==> src/rtl/uart_cmd_parser_if.sv <==
// Handshake bundle between the UART RX outputs, the command parser and the sequencer front end.
// The parser takes the master modport; the surrounding logic takes the slave modport.
interface uart_cmd_parser_if #(
  parameter int NUM_NIB = 2
);
  localparam int DATA_W = 4 * NUM_NIB;

  logic [7:0]        i_rx_data;
  logic              i_rx_valid;
  logic [DATA_W-1:0] o_cmd_data;
  logic              o_cmd_valid;
  logic              i_cmd_ready;
  logic              o_err_stb;
  logic [7:0]        o_err_cnt;

  modport master (
    input  i_rx_data, i_rx_valid, i_cmd_ready,
    output o_cmd_data, o_cmd_valid, o_err_stb, o_err_cnt
  );

  modport slave (
    output i_rx_data, i_rx_valid, i_cmd_ready,
    input  o_cmd_data, o_cmd_valid, o_err_stb, o_err_cnt
  );
endinterface

==> src/rtl/uart_cmd_parser.sv <==
// Assembles NUM_NIB ASCII hex digits into a command word, released on CR/LF over valid/ready.
// Define UART_CMD_PARSER_LOWERCASE_EN to also accept 'a'-'f' as hex digits.
module uart_cmd_parser #(
  parameter int NUM_NIB = 2
) (
  input  logic               clk,
  input  logic               rst,
  uart_cmd_parser_if.master  bus
);
  localparam int DATA_W = 4 * NUM_NIB;
  localparam int CNT_W  = $clog2(NUM_NIB + 1);
  localparam logic [CNT_W-1:0] CNT_FULL = CNT_W'(NUM_NIB);

  typedef enum logic [1:0] {stIdle, stCollect, stError, stOut} state_t;

  state_t            state, state_n;
  logic [DATA_W-1:0] acc, acc_n;
  logic [CNT_W-1:0]  cnt, cnt_n;
  logic [DATA_W-1:0] cmd_data, cmd_data_n;
  logic              cmd_valid, cmd_valid_n;
  logic              err_stb, err_n;
  logic [7:0]        err_cnt, err_cnt_n;
  logic              is_hex, is_term;
  logic [3:0]        nib;

  always_comb begin
    is_hex  = 1'b0;
    nib     = 4'h0;
    is_term = (bus.i_rx_data == 8'h0D) || (bus.i_rx_data == 8'h0A);
    if (bus.i_rx_data >= 8'h30 && bus.i_rx_data <= 8'h39) begin
      is_hex = 1'b1;
      nib    = bus.i_rx_data[3:0];
    end else if (bus.i_rx_data >= 8'h41 && bus.i_rx_data <= 8'h46) begin
      is_hex = 1'b1;
      nib    = bus.i_rx_data[3:0] + 4'd9;
`ifdef UART_CMD_PARSER_LOWERCASE_EN
    end else if (bus.i_rx_data >= 8'h61 && bus.i_rx_data <= 8'h66) begin
      is_hex = 1'b1;
      nib    = bus.i_rx_data[3:0] + 4'd9;
`else
    end else begin
      is_hex = 1'b0;
`endif
    end
  end

  always_comb begin
    state_n     = state;
    acc_n       = acc;
    cnt_n       = cnt;
    cmd_data_n  = cmd_data;
    cmd_valid_n = cmd_valid;
    err_n       = 1'b0;
    case (state)
      stIdle: begin
        if (bus.i_rx_valid) begin
          if (is_hex) begin
            acc_n   = (acc << 4) | DATA_W'(nib);
            cnt_n   = CNT_W'(1);
            state_n = stCollect;
          end else if (!is_term) begin
            err_n   = 1'b1;
            state_n = stError;
          end
        end
      end
      stCollect: begin
        if (bus.i_rx_valid) begin
          if (is_hex) begin
            if (cnt == CNT_FULL) begin
              err_n   = 1'b1;
              state_n = stError;
            end else begin
              acc_n = (acc << 4) | DATA_W'(nib);
              cnt_n = cnt + CNT_W'(1);
            end
          end else if (is_term) begin
            if (cnt == CNT_FULL) begin
              cmd_data_n  = acc;
              cmd_valid_n = 1'b1;
              state_n     = stOut;
            end else begin
              err_n   = 1'b1;
              cnt_n   = '0;
              state_n = stIdle;
            end
          end else begin
            err_n   = 1'b1;
            state_n = stError;
          end
        end
      end
      stError: begin
        // Only one pulse was issued on entry; the rest of the line is swallowed silently.
        if (bus.i_rx_valid && is_term) begin
          cnt_n   = '0;
          state_n = stIdle;
        end
      end
      stOut: begin
        if (bus.i_cmd_ready) begin
          cmd_valid_n = 1'b0;
          cnt_n       = '0;
          state_n     = stIdle;
        end
        if (bus.i_rx_valid) err_n = 1'b1;
      end
      default: state_n = stIdle;
    endcase
    err_cnt_n = (err_n && err_cnt != 8'hFF) ? err_cnt + 8'd1 : err_cnt;
  end

  always_ff @(posedge clk) begin
    if (rst) begin
      state     <= stIdle;
      acc       <= '0;
      cnt       <= '0;
      cmd_data  <= '0;
      cmd_valid <= 1'b0;
      err_stb   <= 1'b0;
      err_cnt   <= 8'h00;
    end else begin
      state     <= state_n;
      acc       <= acc_n;
      cnt       <= cnt_n;
      cmd_data  <= cmd_data_n;
      cmd_valid <= cmd_valid_n;
      err_stb   <= err_n;
      err_cnt   <= err_cnt_n;
    end
  end

  assign bus.o_cmd_data  = cmd_data;
  assign bus.o_cmd_valid = cmd_valid;
  assign bus.o_err_stb   = err_stb;
  assign bus.o_err_cnt   = err_cnt;
endmodule

==> src/flat_wrapper.sv <==
// flat-port wrapper written by rule: the top's interface ports become plain ports
module uart_cmd_parser_flat 
#(
  parameter int NUM_NIB = 2
)
  (clk, rst, bus_i_rx_data, bus_i_rx_valid, bus_i_cmd_ready, bus_o_cmd_data, bus_o_cmd_valid, bus_o_err_stb, bus_o_err_cnt);
  uart_cmd_parser_if #(.NUM_NIB(NUM_NIB)) bus_i ();
  input  logic clk;
  input  logic rst;
  input wire logic [$bits(bus_i.i_rx_data)-1:0] bus_i_rx_data;
  input wire logic [$bits(bus_i.i_rx_valid)-1:0] bus_i_rx_valid;
  input wire logic [$bits(bus_i.i_cmd_ready)-1:0] bus_i_cmd_ready;
  output wire logic [$bits(bus_i.o_cmd_data)-1:0] bus_o_cmd_data;
  output wire logic [$bits(bus_i.o_cmd_valid)-1:0] bus_o_cmd_valid;
  output wire logic [$bits(bus_i.o_err_stb)-1:0] bus_o_err_stb;
  output wire logic [$bits(bus_i.o_err_cnt)-1:0] bus_o_err_cnt;
  assign bus_i.i_rx_data = bus_i_rx_data;
  assign bus_i.i_rx_valid = bus_i_rx_valid;
  assign bus_i.i_cmd_ready = bus_i_cmd_ready;
  assign bus_o_cmd_data = bus_i.o_cmd_data;
  assign bus_o_cmd_valid = bus_i.o_cmd_valid;
  assign bus_o_err_stb = bus_i.o_err_stb;
  assign bus_o_err_cnt = bus_i.o_err_cnt;
  uart_cmd_parser #(.NUM_NIB(NUM_NIB)) u_core (.clk(clk), .rst(rst), .bus(bus_i));
endmodule
==> config.mk <==
export PLATFORM = sky130hd
export DESIGN_NAME = uart_cmd_parser_flat
export DESIGN_NICKNAME = d
export VERILOG_FILES = /design/src/rtl/uart_cmd_parser_if.sv /design/src/rtl/uart_cmd_parser.sv /design/src/flat_wrapper.sv
export SDC_FILE = /design/constraint.sdc
export NUM_CORES = 1
export LEC_CHECK = 0
export ABC_AREA = 1
export CAP_MARGIN = 20
export CORE_MARGIN = 4
export CORE_UTILIZATION = 48
export CTS_CLUSTER_SIZE = 8
export DETAILED_ROUTE_END_ITERATION = 7
export PLACE_DENSITY = 0.74
export RECOVER_POWER = 25
export SLEW_MARGIN = 0
export SYNTH_ARGS = -nofsm -noshare
export SYNTH_HDL_FRONTEND = slang
export SYNTH_SLANG_ARGS = --single-unit
==> constraint.sdc <==
create_clock -name clk -period 1.43 [get_ports clk]
set_input_delay 0.286 -clock clk [delete_from_list [all_inputs] [get_ports clk]]
set_output_delay 0.286 -clock clk [all_outputs]
set_load 0.03 [all_outputs]
* Word-level counts from Yosys, hierarchy flattened
Index checks and enable logic that the tools add are counted.
** Operators by class
- Add/subtract/negate cells :: 3
- $lt $le $gt $ge :: 4
- Equality and inequality tests :: 22
- Mux-type cells :: 45
- Bitwise gates (word level) :: 2
- Reduce and logical (&&, ||, !) cells :: 13
** Operators with widths (number)
- 8-bit two-way mux :: 5
- 2-bit two-way mux :: 17
- 6-bit AND reduction :: 3
- 8-bit by 4-bit == test with 1-bit output, second input constant :: 2
- 1-bit two-way mux :: 16
- 2-bit one-hot mux with 4 select lines :: 2
- 8-bit one-hot mux with 2 select lines :: 1
- 2-bit by 1-bit != test with 1-bit output, second input constant :: 5
- 2-bit != test, second input constant :: 5
- 3-bit != test, second input constant :: 3
- 8-bit by 1-bit adder with 8-bit output, second input constant :: 1
- 8-bit by 6-bit greater-or-equal comparator with 1-bit output, second input constant :: 1
- 8-bit by 7-bit greater-or-equal comparator with 1-bit output, second input constant :: 1
- 8-bit by 6-bit <= comparator with 1-bit output, second input constant :: 1
- 8-bit by 7-bit <= comparator with 1-bit output, second input constant :: 1
- 4-bit two-way mux :: 2
- 8-bit != test, second input constant :: 1
- 8-bit by 4-bit OR with 8-bit output :: 1
- 8-bit AND reduction :: 1
- 2-bit == test, second input constant :: 3
- 5-bit AND reduction :: 1
- 4-bit adder, second input constant :: 1
- 1-bit logical AND :: 4
- 2-bit nonzero test :: 2
- other kinds (9) :: 9
** Word-level totals
- Bits in registers :: 30
- Input port bits :: 12
- Output and inout bits :: 18
- Word-level logic and storage cells :: 96

* Longest topological paths before layout
- Word-level depth :: 9
- Gate-level depth with buffers :: 12
- Depth with buffers taken out :: 12

* Least setup slack after synthesis
No wires, ideal clock.
- Path kind :: reg-to-reg
- Start :: register u_core.err_cnt[1], in the netlist u_core.bus.o_err_cnt[1]
- End :: register u_core.err_cnt[3], in the netlist u_core.bus.o_err_cnt[3]
- Library setup time :: 0.070 ns
- Arrival time :: 1.545 ns
- Data required time :: 1.360 ns
- Slack :: -0.185 ns
- Cell stages (with the launch flop) :: 8
- Clock period less this slack :: 1.615 ns
- Path through :: dfxtp_1 > ha_1 > nand4_1 > nor2_1 > nand2_1 > nand3_4 > nand2_1 > a21oi_1
** Between the ends
- Word-level cells in the longest chain between the ends :: 2
- Elaborated cells on any way between the ends :: 3
- Classes of those cells :: add/sub: 1; eq/ne: 1; reduce/logical: 1
** Ends and longest elaborated chain
- from (decl) :: line uart_cmd_parser.sv:22 : logic [7:0] err_cnt, err_cnt_n;
- from (signal assigned) :: line uart_cmd_parser.sv:129 : err_cnt <= err_cnt_n;
- branches (longest 2 deep; another with 8-bit by 1-bit adder with 8-bit output)
Parallel ways; which one is timed is not known.
A chain may end at the register's enable or synchronous reset.

* Worst setup path in the final report
- Start :: register u_core.state[0]
- End :: register u_core.cmd_data[6], in the netlist u_core.bus.o_cmd_data[6]
** Between the ends
- Word-level cells in the longest chain between the ends :: 2
** Ends and longest elaborated chain
- from (decl) :: line uart_cmd_parser.sv:16 : state_t state, state_n;
- from (signal assigned) :: line uart_cmd_parser.sv:115 : state <= stIdle;
- from (signal assigned) :: line uart_cmd_parser.sv:123 : state <= state_n;
- 2-bit by 1-bit == test with 1-bit output :: line uart_cmd_parser.sv:54 : case (state)
- 5-bit AND reduction (no source line)
- to (signal assigned) :: line uart_cmd_parser.sv:126 : cmd_data <= cmd_data_n;
- to (decl) :: line uart_cmd_parser.sv:19 : logic [DATA_W-1:0] cmd_data, cmd_data_n;
Every way passes these cells.

==> out/results.ini <==
[drt]
drt_iter0_markers = 148
ant_nets = 0
vias = 1933
first_pass_iters = 5
finalWirelength_microns = 5360
drc = 0
wire_per_inst_microns = 14.7
vias_per_cell = 5.30

[die]
die_x_microns = 69.0
start_util = 0.515
die_h_microns = 69.0
num_rows = 21
die-area_sq_mm = 0.00476
ios = 30
core_sq_mm = 0.00347

[clock_network]
cts_buffer_depth = 2
ctsHtreeMaxLevel = 2
clock-sinks = 30
cts_tree = done
cts_made_buffers = 5
cts_root_buffer = clkbuf_8
hold_buffers = 0
clk_pin_slew_ns = 0.06
clk_latency_ns = 0.28

[power]
worst_ir_drop_vdd_uv = 927
p_clk_frac = 0.224
p_seq_frac = 0.353
leakage_nw = 1.32
intPower_mw = 1.78
power.switching_mw = 1.09
powerDensity_mw_per_mm2 = 1000
p_comb_frac = 0.423
netSwitchingFraction = 0.380

[sta]
setup_viol = 12
finalHoldViolations = 0
fmax_mhz = 677
skew_ns = 0.00598
tightestPinTransition_ns = 0.381
setup_ws_ns = -0.0464
fin_setup_tns_ns = -0.304
slew_headroom = 0.746
post-route-period-util = 1.03
final.min_clock_period_ns = 1.48
rsz0062_at_grt = yes
hold_slack_ns = 0.390
report.final.slew_viol_count = 0

[logic_synthesis]
netlist_instances = 233
ys_ff_latch = 30
syn-num-nets = 252
synth_area_leader_cell = dfxtp_1
synth.top_cell.area_share = 0.336
syn_area_per_cell_sq_um = 7.66
synth_area_leaders = dfxtp_1 (34%), nand2_1 (7.6%), inv_1 (7.1%)
ys_types = 31
seq_area_frac_synth = 0.336
syn_area_sq_mm = 0.00179
yosys_warnings = 0

[critical_path]
required_ns = 1.63
crit_path_start_kind = flop
cp-end-kind = flop
slowest_stage = dfxtp_4
timing.rr.end = u_core.bus.o_cmd_data[6]
cp_data_arrival_time_ns = 1.68
reg2reg_slack_ns = -0.05
path_delay_family = simple AND/OR/NAND/NOR gates
cp_cell_sequence = inv_4 -> nor2_4 -> inv_2 -> nor3_4 -> nand2_4 -> buf_12 -> a211oi_2
cp_slowest_stage_delay_ns = 0.38
path_class = flop to flop
critPathMaxFanout = 6
critPathBufInv = 3
timing.rr.start = u_core.state[0]
rr_worst_depth = 7

[hold_path]
hold_depth = 2
hold_start = bus_i_cmd_ready
hold_end = u_core.bus.o_cmd_valid
hold_class = primary input to flop

[global_route]
antenna_found_initial = 0
grt_pass1_wl_microns = 7620
grt_usage = 0.216
grt_max_degree = 16
first_global_vias = 1719
grt_overflow_total = 0

[final_layout]
final_util = 0.828
design_area_sq_mm = 0.00287
n_antenna_cell = 0
area_delta_synth_final_pct = 60.8
drive_above_1_share = 0.489
layout.nets = 337
layout_common_cells = buf_4 (45), nand2_1 (28), inv_1 (25), dfxtp_1 (22), dlygate4sd2_1 (20)
final_common_cell = buf_4
fill_cells = 215

[placement]
gp_congestion = 0.922
dp_slack_ns = -0.705
hpwl_microns = 2890
post_dp_cell_area_sq_mm = 0.00241
io_buffers = 29

[run_status]
violations = setup timing
status = finished with violations

[job]
maxCapViolations = 0

per-layer routing:
layer,global-route usage,vias up,part of all wire
met5,0,-,0
met4,0.0827,0,0.034
met3,0.0567,18,0.064
met2,0.364,87,0.50
met1,0.261,889,0.40
li1,-,939,-
logic make-up after synthesis:
logic type               after synthesis  synth area share
AND/OR/NAND/NOR                      103             0.310
AO/OA/AOI/OAI                         44             0.172
buffers and inverters                 43             0.103
flip-flops                            30             0.336
adder cells (fa/ha/maj)                7            0.0491
XOR/XNOR                               6            0.0294
worst max-delay path by stage:
stage,slack (ns),to,startpoint,depth (start not counted)
after floorplan,0.009,u_core.bus.o_err_cnt[6],u_core.cnt[0],10
after global placement,-0.65,u_core.bus.o_err_cnt[0],bus_i_rx_data[0],13
after detailed placement,-0.71,u_core.bus.o_err_cnt[6],bus_i_rx_data[1],11
after CTS,0.004,u_core.bus.o_cmd_data[1],bus_i_rx_data[4],9
after global routing,-0.11,u_core.bus.o_cmd_data[6],u_core.state[0],7
final,-0.05,u_core.bus.o_cmd_data[6],u_core.state[0],7
power groups by stage:
stage	clock network (mW)	registers, mW	logic (mW)
after floorplan	0	1.03	0.485
after global placement	0	0.990	0.859
after detailed placement	0	0.992	0.872
after CTS	0.665	0.981	0.955
after global routing	0.699	1.02	1.32
final	0.645	1.01	1.22
what timing repair did:
action | 4_1_cts | 5_1_grt
endpoints found under the setup margin | 48 | 29
gates cloned | 4 | 1
resized for setup | 62 | 65
buffers inserted | 9 | 8
pin swaps | 24 | 36
hold endpoints to repair | 0 | 0
layout make-up:
| class | count | area, sq um | area share |
|---|---|---|---|
| Clock inverter | 2 | 8.76 | 0.00305 |
| Clock buffer | 6 | 72.6 | 0.0253 |
| Inverter | 38 | 153 | 0.0532 |
| Sequential cell | 30 | 626 | 0.218 |
| Multi-Input combinational cell | 165 | 1310 | 0.458 |
| Tap cell | 46 | 57.6 | 0.0201 |
| Timing Repair Buffer | 78 | 639 | 0.223 |
Yosys cell counts:
master    instances
nand2_1          36
inv_1            34
dfxtp_1          30
nor2_1           30
a21oi_1          15
o21ai_0          11
a211oi_2          9
nand4_1           8
ha_1              7
nand3_1           7
nand2_2           5
inv_2             4
nand3_4           4
nor2_2            4
buf_6             3
xnor2_1           3
xor2_1            3
a211oi_1          2
clkbuf_1          2
nand2_4           2
nand3_2           2
nor2_4            2
o21ai_1           2
a21boi_2          1
a31oi_1           1
a41oi_1           1
nand3b_1          1
nor3_1            1
nor3_4            1
o21bai_1          1
o22ai_1           1
sequential cells by signal, summed over array words and instances (netlist names):
signal and count:
u_core.bus.o_cmd_data 8, u_core.bus.o_err_stb 1, u_core.bus.o_err_cnt 8, u_core.acc 8, u_core.cnt 2, u_core.state 2
u_core.bus.o_cmd_valid 1
worst reg2reg max path: cells and delay by family (launching register included):
family | cells | cell delay [ns]
flip-flops | 1 | 0.38
AND/OR/NAND/NOR | 3 | 0.57
buffers and inverters | 3 | 0.29
AO/OA/AOI/OAI | 1 | 0.16
stage by stage:
step                      cells  total power [mW]
after floorplan             233              1.51
after global placement      336              1.85
after detailed placement    336              1.86
after CTS                   357              2.60
after global routing        365              3.04
final                       365              2.88
Power figures use the tool's default switching activity.
